[config.mk]
export PLATFORM = sky130hd
export DESIGN_NAME = fsm_state_trace
export DESIGN_NICKNAME = d
export VERILOG_FILES = /design/src/rtl/fsm_state_trace.sv
export SDC_FILE = /design/constraint.sdc
export NUM_CORES = 1
export LEC_CHECK = 0
export ABC_AREA = 1
export BUFFER_PORTS_ARGS = -buffer_cell sky130_fd_sc_hd__buf_2
export CAP_MARGIN = 20
export CORE_MARGIN = 1
export CORE_UTILIZATION = 50
export DETAILED_ROUTE_END_ITERATION = 7
export MAX_ROUTING_LAYER = met4
export PLACE_DENSITY = 0.74
export RECOVER_POWER = 100
export SLEW_MARGIN = 10
export SYNTH_ARGS = -nofsm -noshare
export SYNTH_HDL_FRONTEND = slang
export SYNTH_SLANG_ARGS = --single-unit
[constraint.sdc]
create_clock -name clk -period 2.6 [get_ports clk]
set_clock_uncertainty 0.2 [all_clocks]
set_input_delay 0.26 -clock clk [delete_from_list [all_inputs] [get_ports clk]]
set_output_delay 0.26 -clock clk [all_outputs]
set_load 0.02 [all_outputs]
[src/rtl/fsm_state_trace.sv]
// ---------------------------------------------------------------------------
// fsm_state_trace
//
// Transition trace buffer for an upstream state machine. Every clock it
// samples the machine's 3-bit state code and its y output. Whenever the state
// code differs from the previously sampled one, the new {state, y, stamp}
// is written into a small FIFO. A reader pops entries with rd_en. Two sticky
// flags report dropped entries and illegal state codes.
//
// Ports
//   clk        in   rising-edge clock
//   reset      in   asynchronous, active-high reset
//   state_in   in   [2:0] current state from the upstream FSM
//   y_in       in   upstream y output, sampled together with state_in
//   rd_en      in   read request; pops one entry when the FIFO is non-empty
//   rd_valid   out  one-cycle pulse: rd_state/rd_y/rd_stamp hold a popped entry
//   rd_state   out  [2:0] logged state code
//   rd_y       out  logged y
//   rd_stamp   out  [STAMP_W-1:0] cycle stamp of the logged transition
//   count      out  [$clog2(DEPTH):0] occupancy, 0..DEPTH
//   empty      out  count == 0
//   full       out  count == DEPTH
//   overflow   out  sticky: at least one transition was dropped
//   illegal    out  sticky: an illegal state code was logged
//
// Handshake: rd_en is a request, not a valid/ready pair. A request made in
// the cycle before an edge with count > 0 yields rd_valid = 1 with data after
// that edge; a request while empty is ignored and the rd_* data holds.
// ---------------------------------------------------------------------------
module fsm_state_trace #(
    parameter int          DEPTH       = 8,
    parameter int          STAMP_W     = 8,
    parameter logic [2:0]  RESET_STATE = 3'b000,
    parameter logic [7:0]  LEGAL_MASK  = 8'b0001_1111
) (
    input  logic                     clk,
    input  logic                     reset,
    input  logic [2:0]               state_in,
    input  logic                     y_in,
    input  logic                     rd_en,
    output logic                     rd_valid,
    output logic [2:0]               rd_state,
    output logic                     rd_y,
    output logic [STAMP_W-1:0]       rd_stamp,
    output logic [$clog2(DEPTH):0]   count,
    output logic                     empty,
    output logic                     full,
    output logic                     overflow,
    output logic                     illegal
);

    localparam int PW = $clog2(DEPTH);
    localparam int CW = PW + 1;
    localparam int EW = 3 + 1 + STAMP_W;

    // Registered state
    logic [2:0]         prev_q;
    logic [STAMP_W-1:0] stamp_q;
    logic [PW-1:0]      wptr_q, wptr_d;
    logic [PW-1:0]      rptr_q, rptr_d;
    logic [CW-1:0]      count_q, count_d;
    logic               overflow_q, overflow_d;
    logic               illegal_q, illegal_d;
    logic               rd_valid_q, rd_valid_d;
    logic [EW-1:0]      rd_data_q, rd_data_d;
    logic [EW-1:0]      mem_q [DEPTH];

    // Combinational control
    logic evt;
    logic pop;
    logic push;
    logic drop;
    logic is_full;

    always_comb begin
        evt        = (state_in != prev_q);
        is_full    = (count_q == CW'(DEPTH));
        // No bypass: a read while empty is ignored even if a push arrives.
        pop        = rd_en && (count_q != '0);
        // When full, a push only fits if a pop frees the head in the same cycle.
        push       = evt && (!is_full || pop);
        drop       = evt && is_full && !pop;

        count_d    = count_q;
        wptr_d     = wptr_q;
        rptr_d     = rptr_q;
        overflow_d = overflow_q | drop;
        illegal_d  = illegal_q | (evt && !LEGAL_MASK[state_in]);
        rd_valid_d = pop;
        rd_data_d  = rd_data_q;

        if (push) begin
            wptr_d = wptr_q + PW'(1);
        end
        if (pop) begin
            rptr_d    = rptr_q + PW'(1);
            rd_data_d = mem_q[rptr_q];
        end
        if (push && !pop) begin
            count_d = count_q + CW'(1);
        end else if (pop && !push) begin
            count_d = count_q - CW'(1);
        end
    end

    always_ff @(posedge clk or posedge reset) begin
        if (reset) begin
            prev_q     <= RESET_STATE;
            stamp_q    <= '0;
            wptr_q     <= '0;
            rptr_q     <= '0;
            count_q    <= '0;
            overflow_q <= 1'b0;
            illegal_q  <= 1'b0;
            rd_valid_q <= 1'b0;
            rd_data_q  <= '0;
        end else begin
            prev_q     <= state_in;
            stamp_q    <= stamp_q + STAMP_W'(1);
            wptr_q     <= wptr_d;
            rptr_q     <= rptr_d;
            count_q    <= count_d;
            overflow_q <= overflow_d;
            illegal_q  <= illegal_d;
            rd_valid_q <= rd_valid_d;
            rd_data_q  <= rd_data_d;
        end
    end

    // Storage needs no reset: occupancy and pointers define which entries
    // are live. The stamp logged is the value before this edge's increment.
    always_ff @(posedge clk) begin
        if (push) begin
            mem_q[wptr_q] <= {state_in, y_in, stamp_q};
        end
    end

    assign rd_valid = rd_valid_q;
    assign rd_state = rd_data_q[EW-1 -: 3];
    assign rd_y     = rd_data_q[STAMP_W];
    assign rd_stamp = rd_data_q[STAMP_W-1:0];
    assign count    = count_q;
    assign empty    = (count_q == '0);
    assign full     = (count_q == CW'(DEPTH));
    assign overflow = overflow_q;
    assign illegal  = illegal_q;

endmodule

* After elaboration in Yosys (flattened, before gate mapping)
Memory sizes are Yosys's and may differ from the RTL's. A register that Yosys moved wholly into a read port is not among the register bits. Cells that the tools add are included.
Operators by class: bitwise logic cells 2, reduce and logical (&&, ||, !) cells 15, magnitude comparators 1, $add $sub $neg 5, muxes and demuxes 5, eq/ne operators 2
Operators with widths (number):
- $add A8 B1 Y8 const B | 1
- $mux W4 | 2
- $logic_and A1 B1 Y1 | 7
- $add A3 B1 Y3 const B | 2
- $add A4 B1 Y4 const B | 1
- $eq A4 B4 Y1 const B | 1
- $logic_not A1 Y1 | 4
- $logic_not A4 Y1 | 1
- $lt A3 B4 Y1 const B | 1
- $reduce_bool A4 Y1 | 1
- $sub A4 B1 Y4 const B | 1
- $mux W1 | 3
- $ne A3 B3 Y1 | 1
- $or A1 B1 Y1 | 2
- $reduce_bool A2 Y1 | 1
- $logic_or A1 B1 Y1 | 1
Word-level totals: input bits 7, memory bits (read-only) 8, memories kept 2, output and inout bits 21, register bits 24, memory bits (writable) 96, word-level logic and storage cells 40
Memory list:
- mem_q | depth 8, width 12, rd ports 1, clocked after memory_dff 1, write ports 1, line 66 | logic [EW-1:0] mem_q [DEPTH];
- (no name shown) | depth 8, width 1, rd ports 1, clocked after memory_dff 0, write ports 0, line 88 | illegal_d = illegal_q | (evt && !LEGAL_MASK[state_in]);

* Longest topological paths before layout
Gate-level depths: netlist (run 1).
depth in word-level cells 8, gate-level depth with buffers 16, gate-level depth less buffers 16

* Worst setup path after synthesis (run 1)
No wires, ideal clock.
path type reg2reg, start point register count_q[0], in the netlist count[0], end point register count_q[3], in the netlist count[3], slack -103 ps, stages on the path, launching flop included 15, setup time 116 ps, arrival 2386 ps, data required time 2284 ps, cells stage by stage dfrtp_1 -> nor2_2 -> nand2_1 -> nor2_2 -> nand2_1 -> nand2_2 -> inv_1 -> ha_1 -> inv_1 -> ha_1 -> or2_2 -> nand3_1 -> nand2_1 -> nand2_1 -> nand2_1
On the way: cells in the longest elaborated chain, start to end 7, elaborated cells between the ends (all ways) 15
RTL lines:
- start: declaration | line 61 | logic [CW-1:0] count_q, count_d;
- start signal: assignment | line 122 | count_q <= count_d;
- $eq A4 B4 Y1 (*)
- named net full | line 47 | output logic full,
- $logic_not A1 Y1 (*) | line 81 | push = evt && (!is_full || pop);
- $logic_or A1 B1 Y1 (*) | line 81
- $logic_and A1 B1 Y1 (*) | line 81
- named net push | line 71 | logic push;
- $logic_not A1 Y1 | line 101 | end else if (pop && !push) begin
- $logic_and A1 B1 Y1 | line 101
- $reduce_bool A2 Y1 (no source line)
Mark *: on every way through the listed nets, which the timed path passes. The rest lies on a longest branch. The select of a mux whose other input is x is not followed. A chain may end at the register's enable or synchronous reset.

* Final worst setup path (run 1)
start point register count_q[1], in the netlist count[1], end point register count_q[3], in the netlist count[3]
On the way: cells in the longest elaborated chain, start to end 7, elaborated cells between the ends (all ways) 15
RTL lines (line):
- $eq A4 B4 Y1 or $reduce_bool A4 Y1 (tied branches) | 77, 79
- $logic_not A1 Y1 or $logic_and A1 B1 Y1 (tied branches) | 81, 79
- $logic_or A1 B1 Y1 (*) | 81
- $logic_and A1 B1 Y1 (*) | 81
- named net push | 71
- $logic_not A1 Y1 | 101
- $logic_and A1 B1 Y1 | 101
- $reduce_bool A2 Y1 (no source line)
Marks and branches as above.

==> impl_metrics.ini, run 1 <==
[run_status]
outcome = complete, no violations

[sta]
slew_headroom_pct = 37.3
fin_crit_sh_pct = 96.0
hold_viol = 0
maxSlewViolCount = 0
max_clock_freq_ghz = 0.401
setup_viol = 0
max_slew.worst_pin.slew_ps = 940
setup_ws_ps = 104
fin_crit_ps = 2500

[die]
die-area_mm2 = 0.0117
rows = 38
die_x_um = 108
start_util_pct = 51.7
core_area_mm2 = 0.0109
ios = 28
die_y_um = 108

[worst_setup_path]
worst-path-max-fanout = 5
reg2reg_depth = 15
critPathRequiredTime_ps = 2760
cp-endpoint = count[3]
critPathKind = flop to flop
r2r_slack_ps = 100
rr_startpoint = count[1]
r2r_end = count[3]
start_kind = flop
cp.arrival_ps = 2650
worst_setup_path_end_kind = flop
cp-startpoint = count[1]

[synthesis]
yosysWarnings = 0
yosysSeqAreaShare_pct = 66.9
synth.largest_area_cell = edfxtp_1
synth.distinct_cells = 24
synth-seq-cells = 132
synth_nets = 561
syn_area_per_cell_um2 = 10.3
synthCells = 547
yosysTopAreaCellShare_pct = 51.0
ys_top_cells_by_area = edfxtp_1 51%, dfrtp_1 16%, nand2_1 12%
synthesis.area_mm2 = 0.00565

[clock_network]
cts_buffers = 17
cts_tree = built
clock_path_buffers = 2
clk_latency_ps = 420
cts_max_level = 4
clock_sink_count = 132
clk_pin_slew_ps = 60
clockRootBuffer = clkbuf_16

[detailed_routing]
drc = 0
dr.pass1.iters = 7
postRouteWirelength_mm = 12.3
num_vias = 3883
vias_per_cell = 5.18
routedWlPerCell_um = 16.4
ant_nets = 0
first_iter_violations = 415

[run]
cap_viol_max_count = 0

[place]
placed_area_mm2 = 0.00599
io_buffers = 27
gp_congestion = 0.751
dpl.hpwl_mm = 6.74
pre_cts_slack_ps = 1.21

[layout]
num_antenna_cells = 0
drive_gt1_share_pct = 11.2
fill_cells = 843
finalInstanceArea_mm2 = 0.00667
final_cell_mix = 177 x nand2_1, 96 x edfxtp_1, 85 x inv_1, 85 x nand3_1, 35 x dfrtp_1
final_common_cell = nand2_1
utilization_pct = 61.0
syn_to_final_growth_pct = 18.0
nets = 610

[global_routing]
grt_usage_pct = 23.9
grt.overflow.total = 0
antenna_found_initial = 0
grt_max_degree = 50
grt_pass1_wl_mm = 19.6
grt_pass1_vias = 3854

[power_and_ir_drop]
p_leak_nw = 3.02
power_density_mw_per_mm2 = 1250
irDropWorstVdd_mv = 0.959

[worst_hold_path]
hold_class = primary input to flop
-- report_power, final --
part / leakage [nW] / switching (mW) / internal, mW
combinational: 1.38 / 1.89 / 0.830
sequential: 1.33 / 0.232 / 2.84
clock: 0.312 / 0.901 / 1.64
total: 3.02 / 3.02 / 5.31
-- critical path, cell delays in order (launching register included) --
cell     delay, ps
dfrtp_1        460
nor2_4         150
nand2_1        100
nor2_4         110
nand2_2        100
nand2_2         90
inv_1           50
ha_1           200
inv_2          100
ha_1           260
or2_2          310
nand2_1         80
nand3_1         70
nand2_1         60
nand2_1         50
nand2_1         50
-- sequential cells by signal, indices dropped and copies added, names as in the netlist --
signal     cells
count          4
illegal        1
mem_q         96
overflow       1
prev_q         3
rd_data_q     12
rd_valid       1
rptr_q         3
stamp_q        8
wptr_q         3
-- metal layers --
layer  vias to the layer above  share of wire, %  GRT usage [%]
met1                      1846                40           29.7
met4                         0               1.8           10.3
li1                       1848                 -              -
met3                        25               8.1           6.57
met2                       164                50           36.7
met5                         -                 0              -
-- Yosys cell counts --
cell / number
a21o_1: 1
buf_1: 1
buf_2: 12
buf_4: 5
clkbuf_1: 2
dfrtp_1: 36
edfxtp_1: 96
fa_1: 1
ha_1: 6
inv_1: 86
inv_2: 3
nand2_1: 178
nand2_2: 1
nand2_4: 1
nand3_1: 85
nand3_2: 1
nand3b_1: 1
nor2_1: 12
nor2_2: 2
o21a_1: 1
o21ai_0: 2
or2_2: 1
xnor2_1: 8
xor2_1: 5
-- how the worst min path moves through the flow --
| stage | slack, ps | startpoint | to | cells after the start |
|---|---|---|---|---|
| after global routing | 110 | rd_en | wptr_q[2] | 5 |
| after CTS | 130 | rd_en | wptr_q[1] | 5 |
| after detailed placement | 200 | reset | count[1] | 3 |
| final | 80 | rd_en | wptr_q[1] | 5 |
| after global placement | 200 | reset | count[1] | 3 |
| after floorplan | 90 | state_in[0] | prev_q[0] | 0 |
-- stage by stage --
step                std cells  TNS [ps]  hold WS (ps)  total power, mW
finish                    749         0          78.4             8.33
global route              749     -27.1           115             8.79
CTS                       747         0           128             8.34
detailed placement        710         0           197             5.73
global placement          710         0           200             5.64
floorplan                 547         0          91.4             4.94
-- kinds of logic (layout without fill, tap and decap cells) --
family | after synthesis | after routing | synth area share, %
flip-flops | 132 | 132 | 66.9
AO/OA/AOI/OAI | 4 | 4 | 0.443
buffers and inverters | 109 | 171 | 7.84
XOR/XNOR | 13 | 13 | 2.01
AND/OR/NAND/NOR | 282 | 282 | 21.1
adder cells (fa/ha/maj) | 7 | 7 | 1.68
-- area by class of cell --
| class | count | area [µm²] | area share, % |
|---|---|---|---|
| multi-input cells | 306 | 1440 | 21.6 |
| flip-flops and latches | 132 | 3780 | 56.7 |
| clock inverters | 14 | 199 | 2.98 |
| clock buffers | 18 | 439 | 6.58 |
| inverters | 89 | 334 | 5.01 |
| repair buffers | 50 | 299 | 4.48 |
| well taps | 140 | 175 | 2.63 |
-- what timing repair did --
item                                   CTS  global route
setup buffers                            0             2
setup endpoints to repair                1             1
cloned                                   0             0
endpoints found under the hold margin   71             0
hold buffers                             5             0
gates resized for setup                  1             2
Note: power is estimated with default switching activity, not from simulation.
==> run 2: changes to the inputs <==
Settings changed: CTS_BUF_LIST set to sky130_fd_sc_hd__clkbuf_4 sky130_fd_sc_hd__clkbuf_8.
==> run 2 against run 1 <==
Routed wire length down 4.0%. Cell area decreased by 2.5%. Setup slack better by 6.3 ps. Via count shrank 0.93%. Register-to-register slack is essentially flat. Total power fell by 8.0%. Global-route usage shrank 0.93 points. Fmax up 0.25%. Clock power fell by 25%. Sequential power barely moved. Worst hold slack worse by 23 ps. Critical path depth unchanged. Critical path type unchanged. Critical endpoint unchanged. Highest routed layer unchanged.
==> impl_metrics.ini, run 2 (synthesis gave the netlist of run 1 again) <==
[run_status]
outcome = complete, no violations

[sta]
hold_viol = 0
tns_ps = 0
max_slew.worst_pin.slew_ps = 926
max_clock_freq_ghz = 0.402
maxSlewViolCount = 0
fin_crit_sh_pct = 95.7
slew_headroom_pct = 38.3
whs_ps = 55.5
setup_viol = 0
fin_crit_ps = 2490

[die]
die_y_um = 108
rows = 38
ios = 28
core_area_mm2 = 0.0109
die-area_mm2 = 0.0117
die_x_um = 108
start_util_pct = 51.7

[worst_setup_path]
cp-startpoint = count[0]
worst-path-max-fanout = 4
start_kind = flop
crit_chain = nor2_4, nand2_1, nor2_4, nand2_2, nand2_2, inv_1, ha_1, inv_2, ha_1, or2_2, nand2_1, nand3_1, nand2_1, nand2_1, nand2_1
reg2reg_depth = 15
critPathKind = flop to flop
cp.arrival_ps = 2670
slowest_stage = dfrtp_2
r2r_slack_ps = 110
worst_setup_path_end_kind = flop
cp-endpoint = count[3]
cpMostUsedCell = nand2_1
rr_startpoint = count[0]
max_stage_delay_ps = 450
critPathRequiredTime_ps = 2780
r2r_end = count[3]

[layout]
num_antenna_cells = 0
nets = 612
final_common_cell = nand2_1
largest_register = mem_q
utilization_pct = 59.5
drive_gt1_share_pct = 12.1
syn_to_final_growth_pct = 15.0
largest_reg_flops = 96
final_cell_mix = 177 x nand2_1, 96 x edfxtp_1, 85 x inv_1, 85 x nand3_1, 34 x dfrtp_1
largest_registers = mem_q: 96 flops, rd_data_q: 12 flops, stamp_q: 8 flops

[detailed_routing]
dr.pass1.iters = 5
ant_nets = 0
vias_per_cell = 5.12
num_vias = 3847
postRouteWirelength_mm = 11.8
first_iter_violations = 453
drc = 0
routedWlPerCell_um = 15.8

[clock_network]
cts_max_level = 4
cts_tree = built
clk_pin_slew_ps = 70
clockRootBuffer = clkbuf_8
clock_sink_count = 132
clk_latency_ps = 440
clock_path_buffers = 2
cts_buffers = 17

[power_and_ir_drop]
power_density_mw_per_mm2 = 1180
irDropWorstVdd_mv = 0.850
p_leak_nw = 2.95

[global_routing]
grt_usage_pct = 22.9
antenna_found_initial = 0
grt_pass1_vias = 3633
met3_usage_pct = 6.63
grt_util_met1_pct = 29.7
grt_pass1_wl_mm = 18.8
grt.busiest_layer = met2
grtUsageMet2_pct = 34.2
grt.overflow.total = 0
grt_max_degree = 50

[place]
gp_congestion = 0.751
io_buffers = 27
dpl.hpwl_mm = 6.74

[worst_hold_path]
hold_class = primary input to flop
hold_depth = 5

[run]
cap_viol_max_count = 0
-- run 2: cell types whose count changed in the layout (fill, tap and decap cells not counted) --
cell and delta:
buf_2 +2, buf_4 +3, clkbuf_1 -3, clkbuf_16 -17
clkbuf_8 +17, dfrtp_1 -1, dfrtp_2 +1
-- run 2: area by class of cell --
class / instances / area (µm²)
Clock buffer: 18 / 248
Clock inverter: 14 / 199
Sequential cell: 132 / 3790
Fill cell: 882 / 4430
Timing Repair Buffer: 52 / 320
Multi-Input combinational cell: 306 / 1440
Inverter: 89 / 334
Tap cell: 140 / 175
-- run 2: repair_timing --
| action | CTS | global route |
|---|---|---|
| hold buffers | 5 | 0 |
| endpoints found under the hold margin | 71 | 0 |
| resized for setup | 1 | 4 |
| gates cloned | 0 | 0 |
| buffers inserted | 0 | 4 |
| endpoints found under the setup margin | 1 | 1 |
-- run 2: routing by layer --
metal  up-vias  wire (µm)  part of all wire (%)
met5         -          0                     0
met4         0        210                   1.8
met1      1841       5110                    43
li1       1848          -                     -
met2       135       5700                    48
met3        23        818                   6.9
-- run 2: worst min-delay path by stage --
stage,start,end,slack (ps)
after floorplan,state_in[0],prev_q[0],90
after global placement,reset,count[1],200
after detailed placement,reset,count[1],200
after CTS,rd_en,wptr_q[1],90
after global routing,rd_en,wptr_q[2],80
final,rd_en,wptr_q[1],60
-- run 2: power by group --
| part | switching (mW) | total (mW) | internal, mW |
|---|---|---|---|
| combinational | 1.85 | 2.71 | 0.857 |
| sequential | 0.225 | 3.06 | 2.83 |
| clock | 0.813 | 1.90 | 1.08 |
-- run 2: metrics by stage --
step / std cells / cell area [µm²] / total power, mW / setup slack (ps)
global placement: 710 / 5990 / 5.64 / 142
floorplan: 547 / 5660 / 4.94 / 8.76
global route: 751 / 6500 / 8.16 / -23.7
detailed placement: 710 / 5990 / 5.73 / 1.21
CTS: 747 / 6490 / 7.66 / 30.4
finish: 751 / 6500 / 7.66 / 111
-- run 2: critical path, delay by kind of cell, from the launching register on --
kind / cells / cell delay [ps]
DFF: 1 / 450
and+or+nand+nor: 11 / 1170
adders and majority gates: 2 / 450
buffers and inverters: 2 / 140
